**config.mk**
```make
export PLATFORM = sky130hd
export DESIGN_NAME = qmult_pipe
export DESIGN_NICKNAME = d
export VERILOG_FILES = /design/src/rtl/qmult_pkg.sv /design/src/rtl/qmult_round_sat.sv /design/src/rtl/qmult_pipe.sv
export SDC_FILE = /design/constraint.sdc
export NUM_CORES = 2
export LEC_CHECK = 0
export BUFFER_PORTS_ARGS = -buffer_cell sky130_fd_sc_hd__buf_2
export CORE_AREA = 2 2 387 389
export DETAILED_ROUTE_END_ITERATION = 6
export DIE_AREA = 0 0 389 391
export PLACE_DENSITY_LB_ADDON = 0.12
export RECOVER_POWER = 100
export SLEW_MARGIN = 20
export SYNTH_ARGS = -nofsm -noshare
export SYNTH_HDL_FRONTEND = slang
export SYNTH_SLANG_ARGS = --single-unit
```
**constraint.sdc**
```tcl
create_clock -name clk -period 8.5 [get_ports clk]
set_clock_uncertainty 0.1 [all_clocks]
set_input_delay 1.275 -clock clk [delete_from_list [all_inputs] [get_ports clk]]
set_output_delay 1.275 -clock clk [all_outputs]
set_load 0.01 [all_outputs]
```
**src/rtl/qmult_pkg.sv**
```systemverilog
// Shared types and constants for the pipelined Q-format multiplier.
// Limits are built wide and narrowed at the point of use.
package qmult_pkg;

  localparam logic RND_TRUNC     = 1'b0;
  localparam logic RND_HALF_AWAY = 1'b1;

  localparam int LIM_W = 256;

  typedef struct packed {
    logic sign;
    logic rnd;
    logic sat;
  } ctl_t;

  function automatic logic [LIM_W-1:0] MAX_POS(input int n);
    return (LIM_W'(1) << (n - 1)) - LIM_W'(1);
  endfunction

  function automatic logic [LIM_W-1:0] MAX_NEG(input int n);
    return LIM_W'(1) << (n - 1);
  endfunction

endpackage

```
**src/rtl/qmult_round_sat.sv**
```systemverilog
// Final-stage scaling: shift the product down by Q, optionally round
// half away from zero, detect overflow, then saturate or wrap and re-sign.
module qmult_round_sat #(
  parameter int N = 32,
  parameter int Q = 18
) (
  input  logic           sign,
  input  logic [2*N-1:0] p,
  input  logic           rnd,
  input  logic           sat,
  output logic [N-1:0]   result,
  output logic           ovr
);
  import qmult_pkg::*;

  localparam int MW = 2*N - Q + 1;
  localparam logic [MW-1:0] LIM_POS = MW'(MAX_POS(N));
  localparam logic [MW-1:0] LIM_NEG = MW'(MAX_NEG(N));

  logic          half;
  logic [MW-1:0] m;
  logic          neg;
  logic [N-1:0]  wrap_val;
  logic [N-1:0]  sat_val;

  assign half = (rnd == RND_HALF_AWAY) & p[Q-1];
  assign m    = {1'b0, p[2*N-1:Q]} + MW'(half);

  // A zero magnitude is always reported as +0.
  assign neg  = sign & (m != '0);
  assign ovr  = neg ? (m > LIM_NEG) : (m > LIM_POS);

  assign wrap_val = neg ? (~m[N-1:0] + N'(1)) : m[N-1:0];
  assign sat_val  = neg ? LIM_NEG[N-1:0] : LIM_POS[N-1:0];
  assign result   = (ovr & sat) ? sat_val : wrap_val;

  generate
    if (Q >= 2) begin : g_lo
      logic unused_lo;
      assign unused_lo = ^p[Q-2:0];
    end
  endgenerate

endmodule

```
**src/rtl/qmult_pipe.sv**
```systemverilog
// Three-stage signed Q-format multiplier with valid/ready flow control:
// S1 sign/magnitude, S2 unsigned product, S3 round/saturate into the output.
module qmult_pipe #(
  parameter int N = 32,
  parameter int Q = 18
) (
  input  logic         clk,
  input  logic         rst_n,
  input  logic         in_valid,
  output logic         in_ready,
  input  logic [N-1:0] a,
  input  logic [N-1:0] b,
  input  logic         rnd_mode,
  input  logic         sat_en,
  output logic         out_valid,
  input  logic         out_ready,
  output logic [N-1:0] o_result,
  output logic         ovr
);
  import qmult_pkg::*;

  function automatic logic [N-1:0] mag(input logic [N-1:0] v);
    return v[N-1] ? (~v + N'(1)) : v;
  endfunction

  logic           s1_valid;
  ctl_t           s1_ctl;
  logic [N-1:0]   s1_ma;
  logic [N-1:0]   s1_mb;

  logic           s2_valid;
  ctl_t           s2_ctl;
  logic [2*N-1:0] s2_p;

  logic           s2_adv;
  logic           s3_adv;

  logic [N-1:0]   rs_result;
  logic           rs_ovr;

  // Each stage moves when it is empty or its successor moves.
  assign s3_adv   = ~out_valid | out_ready;
  assign s2_adv   = ~s2_valid | s3_adv;
  assign in_ready = ~s1_valid | s2_adv;

  qmult_round_sat #(
    .N (N),
    .Q (Q)
  ) u_round_sat (
    .sign   (s2_ctl.sign),
    .p      (s2_p),
    .rnd    (s2_ctl.rnd),
    .sat    (s2_ctl.sat),
    .result (rs_result),
    .ovr    (rs_ovr)
  );

  always_ff @(posedge clk or negedge rst_n) begin
    if (!rst_n) begin
      s1_valid  <= 1'b0;
      s1_ctl    <= '0;
      s1_ma     <= '0;
      s1_mb     <= '0;
      s2_valid  <= 1'b0;
      s2_ctl    <= '0;
      s2_p      <= '0;
      out_valid <= 1'b0;
      o_result  <= '0;
      ovr       <= 1'b0;
    end else begin
      if (in_ready) begin
        s1_valid <= in_valid;
        if (in_valid) begin
          s1_ctl.sign <= a[N-1] ^ b[N-1];
          s1_ctl.rnd  <= rnd_mode;
          s1_ctl.sat  <= sat_en;
          s1_ma       <= mag(a);
          s1_mb       <= mag(b);
        end
      end
      if (s2_adv) begin
        s2_valid <= s1_valid;
        if (s1_valid) begin
          s2_ctl <= s1_ctl;
          s2_p   <= {{N{1'b0}}, s1_ma} * {{N{1'b0}}, s1_mb};
        end
      end
      if (s3_adv) begin
        out_valid <= s2_valid;
        if (s2_valid) begin
          o_result <= rs_result;
          ovr      <= rs_ovr;
        end
      end
    end
  end

endmodule

```
==> metrics.md <==
| Metric | Value |
|---|---|
| Die Area | `152000 um2` |
| Clock Latency Late Sink | `0.51 ns` |
| Worst EP required | `8.79 ns` |
| GR Overflow Total | `0` |
| Dominant synthesized flop cell | `dfrtp_1` |
| Worst Setup End Kind | `register` |
| Post-DP HPWL | `116 mm` |
| FF+latch count, synth | `153` |
| Number of max-cap violations | `7` |
| Synth warn | `0` |
| Sequential element share of the synthesized area | `roughly 9%` |
| Share of flip-flops with an asynchronous set or reset | `100%` |
| EDFF count, synth | `0` |
| Reg2reg start | `s1_ma[17]` |
| R2R Setup Slk | `0.31 ns` |
| Crit path depth | `26` |
| RSZ-0062 raised after global routing | `no` |
| Largest net degree at the start of global routing | `between 100 and 150` |
| Vias per inst | `4.63` |
| Most used cell, CP | `fa_1` |
| Avg WL per Cell | `approximately 20 um` |
| Fmax | `0.122 GHz` |
| Via count | `around 31000` |
| Tmin final | `8.19 ns` |
| DIE WIDTH | `389 um` |
| Aggregate global-route resource usage | `18.6%` |
| Post-synth cell types | `90` |
| Post-synth design cell area | `42700 um2` |
| Total DRC errors in the routed layout | `0` |
| Syn avg cell area | `8.90 um2` |
| Crit-path leading delay family | `adder cells` |
| Rows | `142` |
| Share of layout cells above drive strength 1 | `roughly 6.6%` |
| Yosys top cell by area | `fa_1` |
| Total Nets Final | `6041` |
| Clock tree buffer depth | `2` |
| WP data arrival | `~8.5 ns` |
| RD Place Congestion | `between 0.8 and 0.9` |
| Worst setup path startpoint | `s1_ma[17]` |
| Post-CTS Setup Inserts | `0` |
| Setup TNS | `0 ns` |
| Violated checks | `capacitance limit, slew limit` |
| Post-Syn Nets | `6033` |
| CP max-delay cell | `fa_1` |
| WS Path Type | `reg -> reg` |
| Hold Crit Class | `reg -> reg` |
| CTS tree | `yes` |
| CTS Hold Bufs | `0` |
| Ports | `105` |
| Crit path launch type | `register` |
| Clk pin slew, worst setup/hold paths | `0.08 ns` |
| Pins over their slew limit | `between 300 and 400` |
| Largest cells by area after synthesis | `fa_1, dfrtp_1, and2_1` |
| Buffers & Inverters on Critical Path | `6` |
| CTS Root Cell | `clkbuf_16` |
| Crit-path max cell delay | `0.57 ns` |
| Starting Density | `between 20% and 30%` |
| Worst-path fanout max | `10` |
| Num CTS Buffers | `17` |
| First-pass GRT wire length | `215 mm` |
| Reg2reg end | `s2_p[57]` |
| Endpoints failing hold | `0` |
| Synth top area share | `a little over two fifths` |
| Post-CTS resize count | `0` |
| Drt pass-1 iters | `5` |
| Final Util | `approximately 31%` |
| ANT nets after route | `0` |
| H-Tree Depth | `4` |
| Worst Reg-to-Reg Cells | `26` |
| Slew @ Worst Pin | `3.63 ns` |
| Final setup vio count | `0` |
| Initial detailed-routing violation count | `1715` |
| # port buffers | `around 100` |
| Final Non-Filler Cells | `6768` |
| Synthesized instance count | `4802` |
| Die Span Y | `a little under 400 um` |
| Placed cell count | `6735` |
| Layout overhead on the synthesized area | `8.62%` |
| Placeable Area | `149000 um2` |
| Relative slew slack | `-142%` |
| Crit share post-route | `96.4%` |
| Crit path to | `s2_p[57]` |
| Initial antenna violation count | `6` |
| Final WL | `approximately 140 mm` |
| Clk sinks | `153` |
| Vias in the first global route | `33742` |
| Outcome | `finished, violations left` |
-- layout by cell type, fill, tap and decap left out, types with 49 or more instances in the layout --
cell type / instances
inv_1: 934
fa_1: 895
nand2_1: 667
and2_1: 599
ha_1: 266
o21ai_0: 163
buf_4: 155
dfrtp_1: 145
xor2_1: 93
nor2_1: 86
a21oi_1: 84
xnor2_1: 70
buf_2: 68
a21o_1: 49
-- cell families after synthesis --
kind of cell               share of synthesized area (%)
buffers and inverters                               10.8
DFF                                                 8.96
AOI/OAI and AO/OA                                   7.20
adders and majority gates                           49.7
xor gates and xnor gates                            3.34
and+or+nand+nor                                     19.6
muxes                                              0.316
-- cell usage after synthesis, drive strengths merged, types with 5 or more instances --
| cell | n |
|---|---|
| nor3 | 33 |
| nand4 | 48 |
| a21oi | 86 |
| buf | 22 |
| o41ai | 10 |
| or2 | 7 |
| o21ai | 167 |
| mux2i | 9 |
| ha | 266 |
| inv | 934 |
| or4 | 21 |
| o21bai | 9 |
| xor2 | 93 |
| a21o | 49 |
| and3 | 19 |
| a211oi | 23 |
| dfrtp | 153 |
| and4 | 12 |
| nand2b | 10 |
| o31ai | 34 |
| a31oi | 19 |
| nand3b | 5 |
| fa | 895 |
| o22a | 13 |
| o21a | 9 |
| clkbuf | 261 |
| and2 | 605 |
| or3 | 18 |
| nor2b | 8 |
| nor2 | 86 |
| xnor2 | 70 |
| nand3 | 48 |
| nor4 | 24 |
| nand2 | 670 |
| o211ai | 6 |
-- layout make-up --
cell class	count	area [um2]
antenna	1	2.50
clock buffer	17	425
clock inverter	15	180
fill	15973	102000
inverter	934	3510
multi-input combinational	3432	34300
sequential	153	3840
tap	1944	2430
timing repair buffer	272	1770
-- through the flow --
| stage | hold slack [ns] | setup slack, ns | cell area (um2) |
|---|---|---|---|
| 2_1_floorplan | 0.333 | 0.793 | 42700 |
| 3_3_place_gp | 0.353 | 0.131 | 45900 |
| 3_5_place_dp | 0.354 | 0.154 | 45900 |
| 4_1_cts | 0.380 | 0.142 | 46500 |
| 5_1_grt | 0.408 | 0.0132 | 46400 |
| 6_report | 0.371 | 0.307 | 46400 |
-- registers in the layout (all words and copies together), names as in the netlist --
name / flops
s1_mb: 32
s2_ctl: 3
out_valid: 1
s2_valid: 1
s2_p: 47
ovr: 1
s1_valid: 1
s1_ma: 32
s1_ctl: 3
o_result: 32
-- worst reg2reg max path: cells and delay by family, from the launching register on --
kind	cells	cell delay, ns
buffers and inverters	6	0.59
adder cells (fa/ha/maj)	9	4.44
AO/OA/AOI/OAI	9	1.92
flip-flops	1	0.52
AND/OR/NAND/NOR	2	0.51
-- worst min-delay path by stage --
stage              start        end  slack (ns)  depth (start not counted)
2_1_floorplan  s1_ctl[0]  s2_ctl[0]        0.33                          2
3_3_place_gp   s1_ctl[0]  s2_ctl[0]        0.35                          2
3_5_place_dp   s1_ctl[1]  s2_ctl[1]        0.35                          2
4_1_cts        s1_ctl[0]  s2_ctl[0]        0.38                          2
5_1_grt        s1_ctl[0]  s2_ctl[0]        0.41                          2
6_report       s1_ctl[0]  s2_ctl[0]        0.37                          2
-- per-layer routing --
metal	track usage, %	share of wire, %	wire length, um	vias up
li1	-	-	-	14595
met2	28.2	43	59300	521
met3	2.59	4.5	6140	66
met4	2.60	1.0	1400	0
met1	28.5	51	70400	16120
met5	0	0	0	-
Power is left out: the tool's default activity adds up to more than one toggle a clock period on the data nets, which glitch-free logic cannot reach.
